## config.mk

```make
export PLATFORM = sky130hd
export DESIGN_NAME = apb_arb_master_flat
export DESIGN_NICKNAME = d
export VERILOG_FILES = /design/src/rtl/apb_pkg.sv /design/src/rtl/apb_arb_master_if.sv /design/src/rtl/apb_rr_arbiter.sv /design/src/rtl/apb_arb_master.sv /design/src/flat_wrapper.sv
export SDC_FILE = /design/constraint.sdc
export NUM_CORES = 1
export LEC_CHECK = 0
export ABC_AREA = 1
export ABC_CLOCK_PERIOD_IN_PS = 1400
export BUFFER_PORTS_ARGS = -buffer_cell sky130_fd_sc_hd__buf_2
export CAP_MARGIN = 40
export CORE_MARGIN = 10
export CORE_UTILIZATION = 44
export CTS_CLUSTER_SIZE = 16
export DETAILED_ROUTE_END_ITERATION = 16
export GPL_TIMING_DRIVEN = 0
export PLACE_DENSITY = 0.79
export SKIP_CTS_REPAIR_TIMING = 1
export SYNTH_ARGS = -nofsm -noshare
export SYNTH_HDL_FRONTEND = slang
export SYNTH_SLANG_ARGS = --single-unit
```

## constraint.sdc

```tcl
create_clock -name PCLK -period 1.4 [get_ports PCLK]
set_clock_uncertainty 0.05 [all_clocks]
set_input_delay 0.21 -clock PCLK [delete_from_list [all_inputs] [get_ports PCLK]]
set_output_delay 0.21 -clock PCLK [all_outputs]
set_load 0.02 [all_outputs]
```

## src/rtl/apb_pkg.sv

```systemverilog
// apb_pkg: shared types and sizes for the two-requester APB master.
// Holds the FSM state type, requester count, address/data widths,
// the slave-select bit position and a one-hot to index helper.
package apb_pkg;

   localparam int NREQ    = 2;
   localparam int PTR_W   = (NREQ > 1) ? $clog2(NREQ) : 1;
   localparam int ADDR_W  = 8;   // requester-side address, includes slave select
   localparam int PADDR_W = 7;   // address presented on the APB bus
   localparam int DATA_W  = 8;
   localparam int SEL_BIT = 7;   // requester address bit choosing slave 2

   typedef enum logic [1:0] {
      ST_IDLE   = 2'd0,
      ST_SETUP  = 2'd1,
      ST_ACCESS = 2'd2
   } apb_state_e;

   // Converts a one-hot grant into the requester number it selects.
   function automatic logic [PTR_W-1:0] onehot_to_idx(input logic [NREQ-1:0] oh);
      logic [PTR_W-1:0] idx;
      idx = '0;
      for (int i = 0; i < NREQ; i++) begin
         if (oh[i]) idx = PTR_W'(i);
      end
      return idx;
   endfunction

endpackage

```

## src/rtl/apb_arb_master_if.sv

```systemverilog
// apb_arb_master_if: requester-side handshake and APB bus signals.
//
// Requester handshake: requester i raises req_valid[i] with req_write,
// req_addr and req_wdata slice i stable, and holds them until it sees the
// one-cycle req_ready[i] pulse, which means the fields were captured. The
// result arrives later as a one-cycle resp_valid[i] pulse with resp_rdata
// and resp_err valid in that same cycle. There is no back-pressure on
// responses.
interface apb_arb_master_if;
   import apb_pkg::*;

   logic [NREQ-1:0]        req_valid;
   logic [NREQ-1:0]        req_write;
   logic [NREQ*ADDR_W-1:0] req_addr;
   logic [NREQ*DATA_W-1:0] req_wdata;
   logic [NREQ-1:0]        req_ready;
   logic [NREQ-1:0]        resp_valid;
   logic [DATA_W-1:0]      resp_rdata;
   logic                   resp_err;

   logic                   PSELECT1;
   logic                   PSELECT2;
   logic                   PENABLE;
   logic                   PWRITE;
   logic [PADDR_W-1:0]     PADDR;
   logic [DATA_W-1:0]      PWDATA;
   logic [DATA_W-1:0]      PRDATA1;
   logic [DATA_W-1:0]      PRDATA2;
   logic                   PREADY1;
   logic                   PREADY2;
   logic                   PSLVERR1;
   logic                   PSLVERR2;

   modport master (
      input  req_valid, req_write, req_addr, req_wdata,
      output req_ready, resp_valid, resp_rdata, resp_err,
      output PSELECT1, PSELECT2, PENABLE, PWRITE, PADDR, PWDATA,
      input  PRDATA1, PRDATA2, PREADY1, PREADY2, PSLVERR1, PSLVERR2
   );

   modport slave (
      output req_valid, req_write, req_addr, req_wdata,
      input  req_ready, resp_valid, resp_rdata, resp_err,
      input  PSELECT1, PSELECT2, PENABLE, PWRITE, PADDR, PWDATA,
      output PRDATA1, PRDATA2, PREADY1, PREADY2, PSLVERR1, PSLVERR2
   );

endinterface

```

## src/rtl/apb_rr_arbiter.sv

```systemverilog
// apb_rr_arbiter: round-robin grant. The requester after last_ptr has
// the highest priority, so the last-granted requester wins only when it
// is the sole requester.
module apb_rr_arbiter
   import apb_pkg::*;
(
   input  logic [NREQ-1:0]  req,
   input  logic [PTR_W-1:0] last_ptr,
   output logic [NREQ-1:0]  grant
);

   int unsigned      pos;
   logic [PTR_W-1:0] idx;

   // Scan requesters starting just after the last grant; first hit wins.
   always_comb begin
      grant = '0;
      pos   = 0;
      idx   = '0;
      for (int off = 1; off <= NREQ; off++) begin
         pos = int'(last_ptr) + off;
         if (pos >= NREQ) pos = pos - NREQ;
         idx = PTR_W'(pos);
         if (req[idx] && (grant == '0)) grant[idx] = 1'b1;
      end
   end

endmodule

```

## src/rtl/apb_arb_master.sv

```systemverilog
// apb_arb_master: two-requester round-robin APB master driving two slaves.
// Request address bit 7 picks the slave, bits 6:0 form PADDR.
// Optional build macro APB_TIMEOUT_EN adds an ACCESS-phase watchdog that
// aborts a transfer with resp_err=1 after TIMEOUT_CYCLES cycles.
// All outputs come from flops so the asynchronous reset clears them at once.
module apb_arb_master
   import apb_pkg::*;
#(
   parameter int TIMEOUT_CYCLES = 16
)
(
   input  logic              PCLK,
   input  logic              PRESET,
   apb_arb_master_if.master  bus,
   output apb_state_e        dbg_state
);

   apb_state_e         state_q, state_d;
   logic [PTR_W-1:0]   owner_q, owner_d;       // current / last granted requester
   logic               write_q, write_d;
   logic [ADDR_W-1:0]  addr_q, addr_d;
   logic [DATA_W-1:0]  wdata_q, wdata_d;
   logic [NREQ-1:0]    req_ready_q, req_ready_d;
   logic [NREQ-1:0]    resp_valid_q, resp_valid_d;
   logic [DATA_W-1:0]  resp_rdata_q, resp_rdata_d;
   logic               resp_err_q, resp_err_d;

   logic [NREQ-1:0]    grant;
   logic               take_req;
   logic               gnt_write;
   logic [ADDR_W-1:0]  gnt_addr;
   logic [DATA_W-1:0]  gnt_wdata;
   logic               sel_hi;
   logic               pready_sel;
   logic               pslverr_sel;
   logic [DATA_W-1:0]  prdata_sel;

`ifdef APB_TIMEOUT_EN
   localparam int               CNT_W    = $clog2(TIMEOUT_CYCLES + 1);
   localparam logic [CNT_W-1:0] CNT_LAST = CNT_W'(TIMEOUT_CYCLES - 1);
   logic [CNT_W-1:0]            cnt_q, cnt_d;
`else
   // No watchdog in this build; the parameter is kept so both builds share
   // one parameter list, and a non-positive value is simply meaningless.
   if (TIMEOUT_CYCLES < 1) begin : g_unused_timeout
   end
`endif

   apb_rr_arbiter u_arb (
      .req      (bus.req_valid),
      .last_ptr (owner_q),
      .grant    (grant)
   );

   // Only the selected slave's return signals are ever looked at.
   assign sel_hi      = addr_q[SEL_BIT];
   assign pready_sel  = sel_hi ? bus.PREADY2  : bus.PREADY1;
   assign pslverr_sel = sel_hi ? bus.PSLVERR2 : bus.PSLVERR1;
   assign prdata_sel  = sel_hi ? bus.PRDATA2  : bus.PRDATA1;

   // Pick the granted requester's fields out of the packed request buses.
   always_comb begin
      gnt_write = 1'b0;
      gnt_addr  = '0;
      gnt_wdata = '0;
      for (int i = 0; i < NREQ; i++) begin
         if (grant[i]) begin
            gnt_write = bus.req_write[i];
            gnt_addr  = bus.req_addr[i*ADDR_W +: ADDR_W];
            gnt_wdata = bus.req_wdata[i*DATA_W +: DATA_W];
         end
      end
   end

   // Next-state and registered-output logic for IDLE/SETUP/ACCESS.
   always_comb begin
      state_d      = state_q;
      owner_d      = owner_q;
      write_d      = write_q;
      addr_d       = addr_q;
      wdata_d      = wdata_q;
      req_ready_d  = '0;
      resp_valid_d = '0;
      resp_rdata_d = '0;
      resp_err_d   = 1'b0;
      take_req     = 1'b0;
`ifdef APB_TIMEOUT_EN
      cnt_d        = cnt_q;
`endif
      case (state_q)
         ST_IDLE: begin
            take_req = |bus.req_valid;
         end
         ST_SETUP: begin
            state_d = ST_ACCESS;
`ifdef APB_TIMEOUT_EN
            cnt_d   = '0;
`endif
         end
         ST_ACCESS: begin
            if (pready_sel) begin
               resp_valid_d[owner_q] = 1'b1;
               resp_rdata_d          = write_q ? '0 : prdata_sel;
               resp_err_d            = pslverr_sel;
               state_d               = ST_IDLE;
               // Back-to-back: a waiting request goes straight to SETUP.
               take_req              = |bus.req_valid;
            end
`ifdef APB_TIMEOUT_EN
            else if (cnt_q == CNT_LAST) begin
               resp_valid_d[owner_q] = 1'b1;
               resp_err_d            = 1'b1;
               state_d               = ST_IDLE;
            end else begin
               cnt_d = cnt_q + 1'b1;
            end
`endif
         end
         default: begin
            state_d = ST_IDLE;
         end
      endcase
      if (take_req) begin
         state_d     = ST_SETUP;
         owner_d     = onehot_to_idx(grant);
         write_d     = gnt_write;
         addr_d      = gnt_addr;
         wdata_d     = gnt_wdata;
         req_ready_d = grant;
      end
   end

   // State and output registers; reset leaves requester 0 first in line.
   always_ff @(posedge PCLK or negedge PRESET) begin
      if (!PRESET) begin
         state_q      <= ST_IDLE;
         owner_q      <= PTR_W'(NREQ - 1);
         write_q      <= 1'b0;
         addr_q       <= '0;
         wdata_q      <= '0;
         req_ready_q  <= '0;
         resp_valid_q <= '0;
         resp_rdata_q <= '0;
         resp_err_q   <= 1'b0;
`ifdef APB_TIMEOUT_EN
         cnt_q        <= '0;
`endif
      end else begin
         state_q      <= state_d;
         owner_q      <= owner_d;
         write_q      <= write_d;
         addr_q       <= addr_d;
         wdata_q      <= wdata_d;
         req_ready_q  <= req_ready_d;
         resp_valid_q <= resp_valid_d;
         resp_rdata_q <= resp_rdata_d;
         resp_err_q   <= resp_err_d;
`ifdef APB_TIMEOUT_EN
         cnt_q        <= cnt_d;
`endif
      end
   end

   assign bus.PSELECT1   = (state_q != ST_IDLE) && !sel_hi;
   assign bus.PSELECT2   = (state_q != ST_IDLE) &&  sel_hi;
   assign bus.PENABLE    = (state_q == ST_ACCESS);
   assign bus.PWRITE     = write_q;
   assign bus.PADDR      = addr_q[PADDR_W-1:0];
   assign bus.PWDATA     = wdata_q;
   assign bus.req_ready  = req_ready_q;
   assign bus.resp_valid = resp_valid_q;
   assign bus.resp_rdata = resp_rdata_q;
   assign bus.resp_err   = resp_err_q;
   assign dbg_state      = state_q;

endmodule

```

## src/flat_wrapper.sv

```systemverilog
// flat-port wrapper written by rule: the top's interface ports become plain ports
module apb_arb_master_flat import apb_pkg::*;
#(
   parameter int TIMEOUT_CYCLES = 16
)
  (PCLK, PRESET, dbg_state, bus_req_valid, bus_req_write, bus_req_addr, bus_req_wdata, bus_req_ready, bus_resp_valid, bus_resp_rdata, bus_resp_err, bus_PSELECT1, bus_PSELECT2, bus_PENABLE, bus_PWRITE, bus_PADDR, bus_PWDATA, bus_PRDATA1, bus_PRDATA2, bus_PREADY1, bus_PREADY2, bus_PSLVERR1, bus_PSLVERR2);
  apb_arb_master_if bus_i ();
  input  logic PCLK;
  input  logic PRESET;
  output apb_state_e dbg_state;
  input wire logic [$bits(bus_i.req_valid)-1:0] bus_req_valid;
  input wire logic [$bits(bus_i.req_write)-1:0] bus_req_write;
  input wire logic [$bits(bus_i.req_addr)-1:0] bus_req_addr;
  input wire logic [$bits(bus_i.req_wdata)-1:0] bus_req_wdata;
  output wire logic [$bits(bus_i.req_ready)-1:0] bus_req_ready;
  output wire logic [$bits(bus_i.resp_valid)-1:0] bus_resp_valid;
  output wire logic [$bits(bus_i.resp_rdata)-1:0] bus_resp_rdata;
  output wire logic [$bits(bus_i.resp_err)-1:0] bus_resp_err;
  output wire logic [$bits(bus_i.PSELECT1)-1:0] bus_PSELECT1;
  output wire logic [$bits(bus_i.PSELECT2)-1:0] bus_PSELECT2;
  output wire logic [$bits(bus_i.PENABLE)-1:0] bus_PENABLE;
  output wire logic [$bits(bus_i.PWRITE)-1:0] bus_PWRITE;
  output wire logic [$bits(bus_i.PADDR)-1:0] bus_PADDR;
  output wire logic [$bits(bus_i.PWDATA)-1:0] bus_PWDATA;
  input wire logic [$bits(bus_i.PRDATA1)-1:0] bus_PRDATA1;
  input wire logic [$bits(bus_i.PRDATA2)-1:0] bus_PRDATA2;
  input wire logic [$bits(bus_i.PREADY1)-1:0] bus_PREADY1;
  input wire logic [$bits(bus_i.PREADY2)-1:0] bus_PREADY2;
  input wire logic [$bits(bus_i.PSLVERR1)-1:0] bus_PSLVERR1;
  input wire logic [$bits(bus_i.PSLVERR2)-1:0] bus_PSLVERR2;
  assign bus_i.req_valid = bus_req_valid;
  assign bus_i.req_write = bus_req_write;
  assign bus_i.req_addr = bus_req_addr;
  assign bus_i.req_wdata = bus_req_wdata;
  assign bus_req_ready = bus_i.req_ready;
  assign bus_resp_valid = bus_i.resp_valid;
  assign bus_resp_rdata = bus_i.resp_rdata;
  assign bus_resp_err = bus_i.resp_err;
  assign bus_PSELECT1 = bus_i.PSELECT1;
  assign bus_PSELECT2 = bus_i.PSELECT2;
  assign bus_PENABLE = bus_i.PENABLE;
  assign bus_PWRITE = bus_i.PWRITE;
  assign bus_PADDR = bus_i.PADDR;
  assign bus_PWDATA = bus_i.PWDATA;
  assign bus_i.PRDATA1 = bus_PRDATA1;
  assign bus_i.PRDATA2 = bus_PRDATA2;
  assign bus_i.PREADY1 = bus_PREADY1;
  assign bus_i.PREADY2 = bus_PREADY2;
  assign bus_i.PSLVERR1 = bus_PSLVERR1;
  assign bus_i.PSLVERR2 = bus_PSLVERR2;
  apb_arb_master #(.TIMEOUT_CYCLES(TIMEOUT_CYCLES)) u_core (.PCLK(PCLK), .PRESET(PRESET), .bus(bus_i), .dbg_state(dbg_state));
endmodule
```

==> reports/summary.txt, run 1 <==
Final Hold Vio Count: 0
Worst Tran Pin Value: 720 ps
CTS Buffer Depth: 2
Crit path largest cell delay: 420 ps
Critical path fanouts, max: 10
Critical Path RT: 1140 ps
#FFs+latches synth: 33
First-pass GRT wire length: 7.46 mm
Slowest CP cell: dfrtp_1
Total Power: 0.00444 W
Critical Path End Type: output pin
Grt total ovfl: 0
DRT Pass-1 Iters: 4
Slew headroom: 52.0%
Die width: 82.1 microns
Vias: 1,684
Non-Filler Instances: 359
CP Cell Sequence: buf_6, nor2_2, buf_4
Average size of a mapped cell: 8.11 sq um
Gpl congestion: 0.820
Most common flop cell mapped by yosys: dfrtp_1
Cell taking the most area after synthesis: dfrtp_1
WL final: 4.91 mm
Max Freq: 0.735 GHz
Largest net degree at the start of global routing: 34
Final worst path period share: 97.2%
Maximum vdd drop: 0.833 mV
Max_cap viols: 0
Syn Nets: 267
Power density cells: 1870 mW/mm^2
Syn. warnings: 0
EDFF count, synth: 0
Post-Synthesis Cells: 209
Clk root buf: clkbuf_8
Share of layout cells above drive strength 1: 45.7%
CTS Sinks: 33
Final setup violation count: 0
Post-synthesis cell type count: 21
Top post-synthesis cells by area: dfrtp_1 (47%), nand2_1 (21%), nand3_1 (7.4%)
Antenna cell count: 0
Count leader, synth: nand2_1
Top cell type's share of synthesized area: 47.3%
Dpl cells: 348
Full die area: 0.00673 sq mm
Multi-input logic area: 736 sq um
Number of placement rows: 22
Worst Path Arrival: 1100 ps
Post-Syn Area: 0.00169 sq mm
Tmin final: 1360 ps
Initial antenna violation count: 0
P_leak: 1.41 nW
Hold crit path type: input port to flop
Ys async rst share: 100%
DRC viols: 0
Status: finished, final reports clean
Wire per inst: 13.7 microns
IO buf count: 91
CTS tree: built
Detailed Route Iter0 Violations: 79
Core ar.: 0.00369 sq mm
Total GRT Usage: 14.1%
Register area: 830 sq um
Startpoint class of the critical path: flop
Die Ht: 82.1 microns
# fillers: 334
Vias in the first global route: 1,617
Num CTS Buffers: 5
Fin. max-slew vios: 0
Clock latency on the worst-skew pair: 280 ps
Post-route ant nets: 0
Area grow syn2layout: 39.8%
I/O pin total: 92
Crit path kind: flop to output pin
Register area share after synthesis: 48.8%
DR vias/cell: 4.69
Clk pin slew, worst setup/hold paths: 70 ps
Final-stage net count: 368
Hpwl dp: 3.73 mm
Unrepaired setup endpoints after global routing: yes
Commonest cells post-synth: nand2_1 (94), dfrtp_1 (32), nand3_1 (25)
# H-tree levels: 2
Initial Utilization: 45.9%
-- per-layer routing --
layer / up-vias / share of wire (%) / wire [microns] / track usage (%)
met5: - / 0 / 0 / 0
met1: 744 / 40 / 1970 / 16.7
met3: 5 / 13 / 661 / 6.77
met2: 78 / 46 / 2240 / 22.5
met4: 0 / 0.73 / 36 / 4.08
li1: 857 / - / - / -
-- final timing paths --
check                                            to  depth (start not counted)  slack, ps                 start
min                        u_core.bus.resp_rdata[3]                          3        120        bus_PRDATA1[3]
max in group asynchronous       u_core.dbg_state[0]                          2        320                PRESET
max reg2reg                    u_core.bus.PWDATA[0]                          7        110        u_core.owner_q
min in group asynchronous  u_core.bus.resp_rdata[7]                          2        480                PRESET
min reg2reg                    u_core.bus.PWDATA[7]                          2        420  u_core.bus.PWDATA[7]
max                                    bus_PSELECT1                          3         40      u_core.addr_q[7]
-- layout by cell type, fill, tap and decap left out, drive strengths merged --
cell type,synthesis,final
buf,16,111
nand2,97,97
nand3,35,35
dfrtp,32,32
nor2,10,10
a21oi,9,9
clkbuf,2,6
inv,4,4
clkinv,0,2
o21ai,2,2
nand3b,1,1
dlygate4sd3,0,1
dfstp,1,1
-- worst max-delay path, delay by kind of cell (launching register included) --
kind | cells | cell delay [ps]
buf+inv | 2 | 300
flops | 1 | 420
simple gates | 1 | 110
-- kinds of logic (layout without fill, tap and decap cells) --
group,Yosys count,after routing,share of synthesized area [%]
flops,33,33,48.8
simple gates,143,143,38.8
buf+inv,22,124,9.08
compound gates,11,11,3.25
-- power breakdown --
group | switching (W) | total, W | internal, W
Combinational | 0.00139 | 0.00228 | 0.000892
Clock | 0.000323 | 0.000667 | 0.000344
Sequential | 0.000212 | 0.00149 | 0.00128
Total | 0.00192 | 0.00444 | 0.00252
-- stage by stage --
step | instance area [sq um] | setup slack [ps] | hold WS [ps] | util [%] | TNS (ps)
final | 2370 | 39.5 | 119 | 64.2 | 0
after global routing | 2370 | -21.6 | 117 | 64.2 | -29.3
after CTS | 2290 | -243 | -47.9 | 62.1 | -439
after detailed placement | 2210 | 62.4 | 256 | 59.9 | 0
after global placement | 2210 | 78.2 | 257 | 59.9 | 0
after floorplan | 1690 | 135 | -136 | - | 0
-- area by class of cell --
type / instances / share of cell area, %
Multi-Input combinational cell: 154 / 31.1
Timing Repair Buffer: 94 / 20.8
Inverter: 4 / 0.740
Buffer: 18 / 6.39
Tap cell: 48 / 2.54
Sequential cell: 33 / 35.0
Clock buffer: 6 / 3.06
Clock inverter: 2 / 0.423
-- flip-flops by register name, summed over array words and instances (netlist names) --
signal                 flops
u_core.owner_q             1
u_core.addr_q              8
u_core.dbg_state           2
u_core.bus.req_ready       2
u_core.bus.resp_valid      2
u_core.bus.resp_err        1
u_core.bus.PWDATA          8
u_core.bus.PWRITE          1
u_core.bus.resp_rdata      8
No activity file was read; power rests on OpenSTA's default activity.
==> run 2, diff against run 1 <==
--- a/config.mk
+++ b/config.mk
@@ -9,6 +9,7 @@
 export ABC_CLOCK_PERIOD_IN_PS = 1400
 export BUFFER_PORTS_ARGS = -buffer_cell sky130_fd_sc_hd__buf_2
 export CAP_MARGIN = 40
+export CORE_ASPECT_RATIO = 1.25
 export CORE_MARGIN = 10
 export CORE_UTILIZATION = 44
 export CTS_CLUSTER_SIZE = 16
==> run 2 against run 1 <==
  * Wire length rose by 2.2%
  * First-iteration DRC count is 19% lower
  * Setup slack got worse by 12 ps
  * Critical endpoint is now bus_PSELECT2
==> reports/summary.txt, run 2 (same netlist as run 1, synthesis figures left out) <==
Status: finished, final reports clean
Tmin final: 1370 ps
CTS Buffer Depth: 2
Non-Filler Instances: 352
Number of placement rows: 25
Vias in the first global route: 1,601
First-pass GRT wire length: 7.33 mm
Hpwl dp: 3.78 mm
Die Ht: 89.4 microns
Gpl congestion: 0.792
Max_cap viols: 0
Finished Core Util: 63.9%
Worst Path Arrival: 1110 ps
Clock latency on the worst-skew pair: 280 ps
Share of layout cells above drive strength 1: 45.5%
Wire per inst: 14.2 microns
Largest net degree at the start of global routing: 34
Grt total ovfl: 0
Worst Tran Pin Value: 738 ps
Hold crit path type: input port to flop
DRT Pass-1 Iters: 5
Maximum vdd drop: 1.09 mV
I/O pin total: 92
Crit path kind: flop to output pin
CTS Sinks: 33
Startpoint class of the critical path: flop
IO buf count: 91
Clk pin slew, worst setup/hold paths: 70 ps
Critical path fanouts, max: 10
Final Hold Vio Count: 0
P_leak: 1.43 nW
Detailed Route Iter0 Violations: 64
Initial antenna violation count: 0
Commonest non-fill, non-tap cell in the layout: nand2_1
Full die area: 0.00675 sq mm
DRC viols: 0
Critical Path RT: 1140 ps
Met1 Use GR: 15.4%
Placed Area: 0.00220 sq mm
Die width: 75.5 microns
Met3 Use GR: 4.00%
Vias: 1,687
Unrepaired setup endpoints after global routing: yes
Most utilized layer in the global route result: met2
Initial Utilization: 45.1%
Final setup violation count: 0
WL final: 5.02 mm
Final-stage net count: 369
# H-tree levels: 2
Place WS: 98.1 ps
TNS Setup: 0 ps
Most frequent cells in the layout: nand2_1 (94), buf_2 (89), dfrtp_1 (30), nand3_1 (25), buf_4 (18)
CTS tree: built
Critical Path End Type: output pin
Num CTS Buffers: 5
Dpl cells: 340
Area grow syn2layout: 41.5%
Slew headroom: 50.8%
DR vias/cell: 4.79
Final worst path period share: 98.0%
Final worst slack: 27.7 ps
Final Instance Area: 0.00240 sq mm
Clk root buf: clkbuf_8
Total GRT Usage: 14.1%
Fin. max-slew vios: 0
Core ar.: 0.00375 sq mm
Power density cells: 1960 mW/mm^2
Antenna cell count: 0
M2 GR Usage: 24.7%
Max Freq: 0.729 GHz
Post-route ant nets: 0
## run 2: path summary, 6_finish.rpt
| path | startpoint | end | slack (ps) | cells past startpoint |
|---|---|---|---|---|
| min | bus_PRDATA1[0] | u_core.bus.resp_rdata[0] | 120 | 3 |
| max reg2reg | u_core.owner_q | u_core.bus.PWDATA[3] | 130 | 7 |
| max in group asynchronous | PRESET | u_core.dbg_state[0] | 320 | 2 |
| max | u_core.addr_q[7] | bus_PSELECT2 | 30 | 4 |
| min in group asynchronous | PRESET | u_core.bus.resp_err | 470 | 2 |
| min reg2reg | u_core.bus.PWDATA[2] | u_core.bus.PWDATA[2] | 430 | 2 |
## run 2: metal layers
layer	wire, microns	share of wire (%)	up-vias
met2	2470	49	64
li1	-	-	861
met4	60	1.2	0
met1	2040	41	756
met3	444	8.9	6
met5	0	0	-
## run 2: final cells by class
class / count / area [sq um]
timing repair buffer: 95 / 499
inverter: 4 / 17.5
clock inverter: 1 / 30.0
buffer: 18 / 151
clock buffer: 7 / 86.3
tap: 40 / 50.0
fill: 347 / 1360
sequential: 33 / 830
multi-input combinational: 154 / 733
## run 2: worst max-delay path: stages (launching register included)
cell and delay (ps):
dfrtp_1 430, inv_2 60, buf_6 140, nor2_4 80, buf_6 120
## run 2: where the power goes
part           internal (W)  leakage (nW)  switching (W)
Sequential          0.00128         0.428       0.000219
Combinational      0.000902         0.940        0.00138
Clock              0.000580        0.0585       0.000340
Total               0.00276          1.43        0.00194
## run 2: per-stage QoR
stage	total power [W]	hold slack, ps
after floorplan	0.00292	-136
after global placement	0.00358	268
after detailed placement	0.00362	262
after CTS	0.00456	-43.7
after global routing	0.00504	123
final	0.00470	115
